<file path="src/rtl/pipe_reg_skid.sv">
// pipe_reg_skid: flow-controlled pipeline register with an optional skid entry.
//
// Holds up to two words between pipeline stages using a valid/ready handshake.
// With SKID_EN = 1, in_ready comes straight from a flop, so there is no
// combinational path from out_ready to in_ready, and the stage still moves one
// word per cycle under backpressure. With SKID_EN = 0 the block is a single
// entry, and in_ready may follow out_ready combinationally.
// flush squashes every held word. It also discards a word accepted in the same
// cycle. clr_n is a synchronous, active-low reset and takes priority over flush.

module pipe_reg_skid #(
  parameter int unsigned WIDTH    = 32,
  parameter bit          SKID_EN  = 1'b1,
  parameter bit          CLR_DATA = 1'b1
) (
  input  logic             clk,
  input  logic             clr_n,
  input  logic             flush,
  input  logic             in_valid,
  output logic             in_ready,
  input  logic [WIDTH-1:0] in_data,
  output logic             out_valid,
  input  logic             out_ready,
  output logic [WIDTH-1:0] out_data,
  output logic [1:0]       occupancy
);

  // EMPTY holds no word. FULL holds one word in main. SKID holds two words:
  // the older one in main and the newer one in skid.
  typedef enum logic [1:0] {
    ST_EMPTY = 2'd0,
    ST_FULL  = 2'd1,
    ST_SKID  = 2'd2
  } state_e;

  state_e           state_q, state_d;
  logic [WIDTH-1:0] main_q, main_d;
  logic [WIDTH-1:0] skid_q, skid_d;
  logic             out_valid_q;
  logic             skid_valid_q;
  logic [1:0]       occ_q;

  logic             accept;
  logic             take;

  // Gives the word count that each state presents on occupancy.
  function automatic logic [1:0] occ_of(input state_e s);
    case (s)
      ST_FULL: return 2'd1;
      ST_SKID: return 2'd2;
      default: return 2'd0;
    endcase
  endfunction

  assign accept = in_valid & in_ready;
  assign take   = out_valid_q & out_ready;

  // Builds in_ready. The skid build uses only a flop. The single-entry build may
  // accept a new word in the same cycle that it hands its current word out.
  if (SKID_EN) begin : g_ready_skid
    assign in_ready = ~skid_valid_q;
  end else begin : g_ready_single
    assign in_ready = out_ready | ~out_valid_q;
  end

  assign out_valid = out_valid_q;
  assign out_data  = main_q;
  assign occupancy = occ_q;

  // Next-state and data-steering logic. The handshakes are decided first, and a
  // flush then overrides them.
  always_comb begin
    // NOTE: every output of this block gets a default before the case, so no
    // path leaves a signal unassigned and no latch is inferred. Blocking '=' is
    // correct here because this is combinational logic, not state.
    state_d = state_q;
    main_d  = main_q;
    skid_d  = skid_q;

    case (state_q)
      ST_EMPTY: begin
        if (accept) begin
          state_d = ST_FULL;
          main_d  = in_data;
        end
      end
      ST_FULL: begin
        if (accept && take) begin
          main_d = in_data;
        end else if (accept && SKID_EN) begin
          // The older word stays in main so that words leave in arrival order.
          state_d = ST_SKID;
          skid_d  = in_data;
        end else if (take) begin
          state_d = ST_EMPTY;
        end
      end
      ST_SKID: begin
        // in_ready is low here, so only a take can happen.
        if (take) begin
          state_d = ST_FULL;
          main_d  = skid_q;
        end
      end
      default: begin
        state_d = ST_EMPTY;
      end
    endcase

    // A squash drops every held word and any word that arrives with it. The
    // data registers keep their old contents, and out_valid low marks them stale.
    if (flush) begin
      state_d = ST_EMPTY;
      main_d  = main_q;
      skid_d  = skid_q;
    end
  end

  // Control state. The state and the registered flags that drive the outputs
  // all update together from state_d.
  always_ff @(posedge clk) begin
    // NOTE: sequential state uses non-blocking '<=', so every flop samples the
    // values from before the edge, whatever order the statements are in.
    if (!clr_n) begin
      state_q      <= ST_EMPTY;
      out_valid_q  <= 1'b0;
      skid_valid_q <= 1'b0;
      occ_q        <= 2'd0;
    end else begin
      state_q      <= state_d;
      out_valid_q  <= (state_d != ST_EMPTY);
      skid_valid_q <= (state_d == ST_SKID);
      occ_q        <= occ_of(state_d);
    end
  end

  // Data registers. Reset clears them only when CLR_DATA is set.
  always_ff @(posedge clk) begin
    // NOTE: the valid flags alone decide whether data is meaningful. Clearing
    // the data registers on reset only keeps out_data free of X, so with
    // CLR_DATA = 0 the data flops are left without a reset.
    if (!clr_n) begin
      if (CLR_DATA) begin
        main_q <= '0;
        skid_q <= '0;
      end
    end else begin
      main_q <= main_d;
      skid_q <= skid_d;
    end
  end

endmodule

</file>
<file path="config.mk">
export PLATFORM = sky130hd
export DESIGN_NAME = pipe_reg_skid
export DESIGN_NICKNAME = d
export VERILOG_FILES = /design/src/rtl/pipe_reg_skid.sv
export SDC_FILE = /design/constraint.sdc
export NUM_CORES = 1
export LEC_CHECK = 0
export CAP_MARGIN = 0
export CORE_ASPECT_RATIO = 0.7
export CORE_MARGIN = 2
export CORE_UTILIZATION = 25
export DETAILED_ROUTE_END_ITERATION = 10
export SETUP_SLACK_MARGIN = 0.15
export SLEW_MARGIN = 0
export SYNTH_ARGS = -nofsm -noshare
export SYNTH_HDL_FRONTEND = slang
export SYNTH_SLANG_ARGS = --single-unit
</file>
<file path="constraint.sdc">
create_clock -name clk -period 2.2 [get_ports clk]
set_clock_uncertainty 0.2 [all_clocks]
set_input_delay 0.33 -clock clk [delete_from_list [all_inputs] [get_ports clk]]
set_output_delay 0.33 -clock clk [all_outputs]
set_load 0.01 [all_outputs]
</file>
==> impl_metrics.json <==
{
  "status": "finished, final reports clean",
  "synth_top_area_cell": "dfxtp_1",
  "avgViaCountPerCell": 4.432,
  "rsz0062_at_grt": "false",
  "drtIter0Drc": 103,
  "antenna_found_initial": 0,
  "cts_resized": 0,
  "synth_cell_types": 26,
  "htree_levels": 3,
  "start_util_pct": 26.08,
  "maxSlewViolCount": 0,
  "critical_path.top_delay_family": "buffers and inverters",
  "syn_avg_cell_area_sq_um": 8.991,
  "pre_cts_ws_ps": 64.97,
  "period_needed_ps": 1866,
  "cp_num_buf_inv": 1,
  "finalHoldViolCount": 0,
  "synth-seq-cells": 69,
  "p_leak_uw": 0.001521,
  "yosys_warnings": 0,
  "clockBufferDepth": 2,
  "syn_nets": 382,
  "portBuffers": 72,
  "grt_usage_pct": 11.00,
  "critical-path-slowest-cell": "clkdlybuf4s50_1",
  "holdBufCountCts": 0,
  "criticalPathCategory": "reg2out",
  "clock-sinks": 69,
  "post_cts_buffers": 0,
  "postRouteAntennaNets": 0,
  "place_congestion": 0.7259,
  "async_reset_ff_share_pct": 0,
  "vias": 2522,
  "die_h_um": 97.19,
  "hpwl_um": 4671,
  "synthFlopType": "dfxtp_1",
  "max_stage_delay_ps": 570,
  "area_delta_synth_final_pct": 37.76,
  "rrSetupSlack_ps": 490,
  "syn_inst": 345,
  "cp_cell_sequence": "clkdlybuf4s50_1",
  "finalSetupViolations": 0,
  "worstMarginPinSlew_ps": 498.7,
  "placed_area_sq_mm": 0.003934,
  "synth_edf_count": 0,
  "cap_violations": 0,
  "drive_gt1_share_pct": 7.524,
  "critPathRequiredTime_ps": 1670,
  "firstDrtPassIters": 4,
  "num_rows": 33,
  "p_per_area_mw_per_mm2": 779.3,
  "whs_endpoint": "skid_q[14]$_SDFFE_PN0P_",
  "grt_pass1_vias": 2318,
  "cts_buffers": 9,
  "synth_common_cells": "nand2_1 (98), dfxtp_1 (69), mux2i_1 (33), nand2b_1 (33), o211ai_1 (32)",
  "hold_path_depth": 2,
  "crit_path_end_kind": "output pin",
  "synth_top_area_share_pct": 44.53,
  "yosysMostFrequentCell": "nand2_1",
  "period_share_pct": 84.82,
  "fp.dieArea_sq_mm": 0.01333,
  "route.detailed.drc": 0,
  "wirelength_um": 6894,
  "start_kind": "flop",
  "nNetsFinal": 444,
  "io_pins": 73,
  "core-area_sq_mm": 0.01189,
  "totalPowerFinal_uw": 3330,
  "slew_headroom_pct": 66.76,
  "worstHoldPathType": "reg2reg",
  "fmax_ghz": 0.5359,
  "die_w_um": 137.1,
  "cts_tree": "yes",
  "grt.overflow.total": 0,
  "ir_worst_vdd_mv": 0.3475,
  "setup_tns_ps": 0,
  "synth_area_leaders": "dfxtp_1 (45%), nand2_1 (12%), mux2i_1 (11%)",
  "path_clk_slew_ps": 60,
  "min-delay-start": "skid_q[14]$_SDFFE_PN0P_",
  "yosysSeqAreaShare_pct": 44.53,
  "fin_ws_ps": 334.0,
  "worstReg2RegStart": "skid_valid_q$_SDFF_PN0_",
  "r2r_end": "out_data[10]$_SDFFE_PN0P_",
  "clock_latency_ps": 330,
  "grt_max_degree": 56,
  "cp_data_arrival_time_ps": 1340,
  "clockRootBuffer": "clkbuf_16",
  "syn_area_sq_mm": 0.003102,
  "r2r_cells": 5,
  "routedWlPerCell_um": 12.12,
  "critPathMaxFanout": 5,
  "grt_pass1_wl_um": 11450,
  "final_area_sq_mm": 0.004273,
  "diodes": 0,
  "startpoint": "skid_valid_q$_SDFF_PN0_"
}
==> routing by layer <==
layer  track usage [%]  up-vias  wire length [um]
li1                  -     1294                 -
met1             14.12     1168              3304
met2             16.76       52              3160
met3             4.225        8               360
met4             3.807        0                68
met5                 0        -                 0
==> layout make-up <==
class | instances | area (sq um)
Fill cell | 1201 | 7619
Multi-Input combinational cell | 245 | 1535
Sequential cell | 69 | 1381
Timing Repair Buffer | 80 | 813.3
Clock buffer | 9 | 225.2
Tap cell | 157 | 196.4
Clock inverter | 7 | 113.9
Inverter | 2 | 7.507
==> state kept, by name (all words and copies together), names as in the netlist <==
register / cells
skid_valid_q: 1
skid_q: 32
out_valid: 1
occupancy: 1
out_data: 32
state_q: 2
==> cells in the final DEF, fill, tap and decap left out <==
cell type	n
a211oi_1	2
a211oi_2	1
a21boi_0	2
a21boi_1	31
a21oi_1	1
and2_1	1
and3_1	1
and4b_4	1
buf_12	3
buf_2	1
buf_4	5
bufinv_16	3
clkbuf_16	9
clkdlybuf4s50_1	71
clkinv_2	3
clkinv_4	1
dfxtp_1	69
inv_1	2
mux2i_1	33
nand2_1	98
nand2b_1	32
nand2b_2	1
nand3_1	1
nor2_1	1
nor2_4	1
nor2b_1	1
nor3b_2	1
nor4b_2	1
o211ai_1	32
o21bai_1	1
o311a_1	2
==> power by group <==
part	leakage, uW	internal, uW	switching [uW]
clock	0.000169	1100	543
combinational	0.000791	210	152
sequential	0.000561	1300	26.9
total	0.00152	2610	721
==> metrics by stage <==
stage	cells	util (%)	hold WS, ps
finish	569	35.93	252.6
global route	569	35.93	266.3
CTS	569	35.93	253.3
detailed placement	553	33.08	245.7
global placement	553	33.08	239.8
floorplan	345	-	235.2
==> logic make-up (layout without fill, tap and decap cells) <==
family | Yosys count | in the layout | share of synthesized area (%)
muxes | 33 | 33 | 10.65
and+or+nand+nor | 140 | 140 | 21.10
DFF | 69 | 69 | 44.53
AOI/OAI and AO/OA | 72 | 72 | 17.67
buffers and inverters | 31 | 98 | 6.051
==> worst max path at each step <==
stage,end,cells after the start
5_1_grt,occupancy[1],1
2_1_floorplan,out_data[10]$_SDFFE_PN0P_,5
3_5_place_dp,out_data[10]$_SDFFE_PN0P_,6
3_3_place_gp,out_data[13]$_SDFFE_PN0P_,6
6_report,occupancy[1],1
4_1_cts,occupancy[1],1
No activity file was read; power rests on OpenSTA's default activity.
